## src/rtl/pc_sequencer.sv

```systemverilog
// Program-counter sequencer with RUN/HALTED control and a circular return-address stack.
// Redirects take effect on the edge after the request; RAS overflow and underflow set a sticky error flag.
module pc_sequencer #(
  parameter int unsigned WIDTH        = 32,
  parameter logic [63:0] RESET_VECTOR = 64'h0000_0000_0000_0000,
  parameter int unsigned INC          = 4,
  parameter int unsigned RAS_DEPTH    = 4
) (
  input  logic             iClk,
  input  logic             iRst_n,
  input  logic             iHalt,
  input  logic             iResume,
  input  logic             iStall,
  input  logic             iBranch,
  input  logic             iCall,
  input  logic             iRet,
  input  logic [WIDTH-1:0] iTarget,
  output logic [WIDTH-1:0] oPC,
  output logic             oValid,
  output logic             oHalted,
  output logic             oRasEmpty,
  output logic             oRasFull,
  output logic             oRasErr
);

  localparam int unsigned PW = $clog2(RAS_DEPTH);
  localparam int unsigned CW = PW + 1;
  localparam logic [WIDTH-1:0] RST_PC = RESET_VECTOR[WIDTH-1:0];
  localparam logic [WIDTH-1:0] INC_W  = WIDTH'(INC);
  localparam logic [CW-1:0]    FULL_C = CW'(RAS_DEPTH);

  typedef enum logic {
    RUN    = 1'b0,
    HALTED = 1'b1
  } state_e;

  state_e           state_q, state_d;
  logic [WIDTH-1:0] pc_q, pc_d;
  logic [PW-1:0]    ptr_q, ptr_d;
  logic [CW-1:0]    cnt_q, cnt_d;
  logic             err_q, err_d;
  logic             halted_q, halted_d;
  logic             empty_q, empty_d;
  logic             full_q, full_d;
  logic [WIDTH-1:0] ras_q [RAS_DEPTH];
  logic [WIDTH-1:0] pc_inc;
  logic [WIDTH-1:0] ras_top;
  logic             push_en;

  assign pc_inc  = pc_q + INC_W;
  assign ras_top = ras_q[ptr_q - PW'(1)];

  // Next-state logic: halt beats everything in RUN, then stall > ret > call > branch > sequential.
  always_comb begin
    state_d = state_q;
    pc_d    = pc_q;
    ptr_d   = ptr_q;
    cnt_d   = cnt_q;
    err_d   = err_q;
    push_en = 1'b0;
    case (state_q)
      RUN: begin
        if (iHalt) begin
          state_d = HALTED;
        end else if (iStall) begin
          pc_d = pc_q;
        end else if (iRet) begin
          if (cnt_q != {CW{1'b0}}) begin
            pc_d  = ras_top;
            ptr_d = ptr_q - PW'(1);
            cnt_d = cnt_q - CW'(1);
          end else begin
            pc_d  = pc_inc;
            err_d = 1'b1;
          end
        end else if (iCall) begin
          // When full, ptr_q already addresses the oldest entry, so the push overwrites it.
          pc_d    = iTarget;
          push_en = 1'b1;
          ptr_d   = ptr_q + PW'(1);
          if (cnt_q == FULL_C) begin
            err_d = 1'b1;
          end else begin
            cnt_d = cnt_q + CW'(1);
          end
        end else if (iBranch) begin
          pc_d = iTarget;
        end else begin
          pc_d = pc_inc;
        end
      end
      HALTED: begin
        if (iResume && !iHalt) begin
          state_d = RUN;
        end else begin
          state_d = HALTED;
        end
      end
      default: begin
        state_d = RUN;
      end
    endcase
  end

  assign halted_d = (state_d == HALTED);
  assign empty_d  = (cnt_d == {CW{1'b0}});
  assign full_d   = (cnt_d == FULL_C);

  // Control state and status flags, with synchronous active-low reset.
  always_ff @(posedge iClk) begin
    if (!iRst_n) begin
      state_q  <= RUN;
      pc_q     <= RST_PC;
      ptr_q    <= {PW{1'b0}};
      cnt_q    <= {CW{1'b0}};
      err_q    <= 1'b0;
      halted_q <= 1'b0;
      empty_q  <= 1'b1;
      full_q   <= 1'b0;
    end else begin
      state_q  <= state_d;
      pc_q     <= pc_d;
      ptr_q    <= ptr_d;
      cnt_q    <= cnt_d;
      err_q    <= err_d;
      halted_q <= halted_d;
      empty_q  <= empty_d;
      full_q   <= full_d;
    end
  end

  // Return-address storage; contents need no reset.
  always_ff @(posedge iClk) begin
    if (iRst_n && push_en) begin
      ras_q[ptr_q] <= pc_inc;
    end else begin
      ras_q[ptr_q] <= ras_q[ptr_q];
    end
  end

  assign oPC       = pc_q;
  assign oValid    = (state_q == RUN) & ~iStall & ~iHalt;
  assign oHalted   = halted_q;
  assign oRasEmpty = empty_q;
  assign oRasFull  = full_q;
  assign oRasErr   = err_q;

endmodule
```

## config.mk

```make
export PLATFORM = sky130hd
export DESIGN_NAME = pc_sequencer
export DESIGN_NICKNAME = d
export VERILOG_FILES = /design/src/rtl/pc_sequencer.sv
export SDC_FILE = /design/constraint.sdc
export NUM_CORES = 1
export LEC_CHECK = 0
export ABC_AREA = 1
export CORE_MARGIN = 5
export CORE_UTILIZATION = 42
export DETAILED_ROUTE_END_ITERATION = 8
export PLACE_DENSITY = 0.62
export SETUP_SLACK_MARGIN = 0.15
export SYNTH_ARGS = -nofsm -noshare
export SYNTH_HDL_FRONTEND = slang
export SYNTH_SLANG_ARGS = --single-unit
```

## constraint.sdc

```tcl
create_clock -name iClk -period 4.8 [get_ports iClk]
set_clock_uncertainty 0.1 [all_clocks]
set_input_delay 0.96 -clock iClk [delete_from_list [all_inputs] [get_ports iClk]]
set_output_delay 0.96 -clock iClk [all_outputs]
set_load 0.05 [all_outputs]
```

==> flow_summary.json <==
{
  "drt_iter0_markers": 598,
  "ys.flop_type": "edfxtp_1",
  "muxShareOfSynthArea": 0,
  "rsz0062_at_grt": "false",
  "gr-total-overflow": 0,
  "utilization": 0.5108,
  "via_per_inst": 5.284,
  "area_growth_pct": 20.11,
  "cts_tree": "built",
  "crit_fanout": 4,
  "worst_ep_required_time_ns": 3.74,
  "drv_slew": 0,
  "clk_latency_ns": 0.43,
  "place_inst": 1241,
  "synth_cells": 931,
  "wirelength_mm": 22.84,
  "first_pass_iters": 5,
  "crit_chain": "clkdlybuf4s50_1 -> nor3_2 -> clkdlybuf4s50_1",
  "antennaDiodeCount": 0,
  "numCtsBuffers": 17,
  "multi_input_area_mm2": 0.003075,
  "antenna_found_initial": 0,
  "layout-drive-gt1-share": 0.08631,
  "ys_warn_count": 0,
  "yosys.area_share.simple": 0.2328,
  "slew_headroom": 0.4871,
  "floorplan.initialDensity": 0.4252,
  "synth.distinct_cells": 38,
  "worst_pin_slew_ns": 0.7693,
  "finalHoldViolations": 0,
  "p_sw_frac": 0.2649,
  "cts.sinks": 169,
  "hold_class": "reg2reg",
  "start_kind": "primary input",
  "grt_pass1_vias": 6404,
  "wire_per_inst_um": 17.94,
  "tns_ns": 0,
  "seqPwrFrac": 0.468,
  "seq_area_mm2": 0.004666,
  "critPathCaptureType": "primary output",
  "synth_nets": 979,
  "synth_area_leaders": "edfxtp_1, dfxtp_1, nand2_1",
  "synth_top_family_by_area": "simple AND/OR/NAND/NOR gates",
  "clkSlewWorstSetupHoldPaths_ns": 0.06,
  "synth.most_common_cell": "nand2_1",
  "io_pins": 77,
  "synth_xor_area_frac": 0.009556,
  "setup_viol": 0,
  "postCtsHoldBufs": 0,
  "syn_avg_cell_area_um2": 8.861,
  "synth_compound_area_frac": 0.1138,
  "timing.final.crit_share": 0.7931,
  "num_rows": 51,
  "yosysTopAreaCellShare": 0.4659,
  "synth_commonest_cells": "nand2_1, edfxtp_1, nor2_1",
  "synth_async_sr_flop_share": 0,
  "synth_area_mm2": 0.008249,
  "dieArea_mm2": 0.02254,
  "vdd_drop_max_mv": 0.2675,
  "slowest_delay_ns": 0.90,
  "cts_resized": 0,
  "core_mm2": 0.01940,
  "p_int_w": 0.002574,
  "cts_root_buf": "clkbuf_16",
  "cpMaxStageDelayCell": "clkdlybuf4s50_1",
  "cts_buffer_depth": 2,
  "post_cts_buffers": 0,
  "seq_area_frac_synth": 0.5654,
  "synth_edf_count": 128,
  "final_nets": 1043,
  "cpMostUsedCell": "clkdlybuf4s50_1",
  "num_vias": 6727,
  "fin_crit_ns": 3.807,
  "numPortBuffers": 76,
  "pwr-share-clk": 0.405,
  "routabilityCongestion": 0.8441,
  "synth_largest_area_cell": "edfxtp_1",
  "grtUsageTotal": 0.2074,
  "p_leak_nw": 3.727,
  "max_freq_mhz": 262.7,
  "grt_max_degree": 74,
  "power_frac_comb": 0.126,
  "status": "finished clean",
  "worstPathArrival_ns": 2.75,
  "ant_nets": 0,
  "stdcell_count": 1273,
  "criticalPathCategory": "in2out",
  "synthAdderAreaFrac": 0.01213,
  "drc": 0,
  "crit_family": "buffers and inverters",
  "power_switching_w": 0.0009275,
  "grt_pass1_wl_mm": 35.66,
  "die_y_um": 150.1,
  "crit_buf_inv": 2,
  "maxCapViolations": 0,
  "p_per_area_mw_per_mm2": 353.4,
  "synth-seq-cells": 169,
  "die_w_um": 150.1,
  "fill_cells": 1857,
  "h-tree-depth": 4,
  "hpwl_mm": 15.25
}
area by class of cell:
cell class                      instances  share of cell area
Inverter                               85             0.03220
Multi-Input combinational cell        630              0.3104
Clock inverter                         15             0.01869
Tap cell                              265             0.03346
Clock buffer                           17             0.04293
Timing Repair Buffer                   92             0.09143
Sequential cell                       169              0.4709
routing by layer:
metal / global-route usage / up-vias / part of all wire
met2: 0.3390 / 212 / 0.48
met1: 0.2844 / 3205 / 0.44
met4: 0.06679 / 0 / 0.019
li1: - / 3282 / -
met3: 0.03281 / 28 / 0.057
met5: 0 / - / 0
through the flow:
step / hold WS (ns) / setup slack, ns / total power (W) / instance area [um^2]
floorplan: 0.3834 / 1.185 / 0.001947 / 8249
finish: 0.3996 / 0.9930 / 0.003502 / 9908
CTS: 0.3985 / 0.9874 / 0.003526 / 9908
global placement: 0.3707 / 0.9393 / 0.002111 / 9298
global route: 0.4673 / 0.9674 / 0.003642 / 9908
detailed placement: 0.3783 / 0.9874 / 0.002113 / 9298
sequential cells by signal, summed over array words and instances (netlist names):
name and count:
ras_q 128, oRasFull 1, ptr_q 2, cnt_q 3
oPC 32, oRasErr 1, oRasEmpty 1, oHalted 1
cells by family (layout without fill, tap and decap cells):
kind of cell    Yosys count  in the layout
fa+ha+maj                 8              8
compound gates          173            173
buf+inv                 132            209
xor+xnor                  9              9
flops                   169            169
simple gates            440            440
power groups by stage:
stage / Combinational [W] / Sequential, W / Clock [W]
2_1_floorplan: 0.000223 / 0.00172 / 0
3_3_place_gp: 0.000439 / 0.00167 / 0
3_5_place_dp: 0.000442 / 0.00167 / 0
4_1_cts: 0.000444 / 0.00164 / 0.00144
5_1_grt: 0.000484 / 0.00164 / 0.00152
6_report: 0.000442 / 0.00164 / 0.00142
final timing paths:
kind,from,to,slack [ns],cells past startpoint
max,iStall,oValid,0.99,3
min,oRasErr,oRasErr,0.40,2
max reg2reg,ptr_q[0],oPC[26],1.95,11
min reg2reg,oRasErr,oRasErr,0.40,2
placed cells by master, fill, tap and decap left out, types with 9 or more instances in the layout:
master and count:
a21oi_1 38, buf_4 14, clkbuf_16 17, clkdlybuf4s50_1 76, dfxtp_1 40, edfxtp_1 128
inv_1 75, inv_2 10, nand2_1 195, nand3_1 77, nor2_1 122, nor2_4 10
o211ai_1 10, o21ai_0 88, o21ai_1 9, o22ai_1 17
worst register-to-register path, cell delays in order (launching register included):
cell and delay (ns):
dfxtp_2 0.32, inv_2 0.03, buf_4 0.49, ha_1 0.38, inv_1 0.44, buf_4 0.36
o21ai_0 0.13, o22ai_1 0.15, nand2_1 0.10, nand3_1 0.11, inv_1 0.05, a21oi_1 0.12
(Power assumes the default switching activity.)
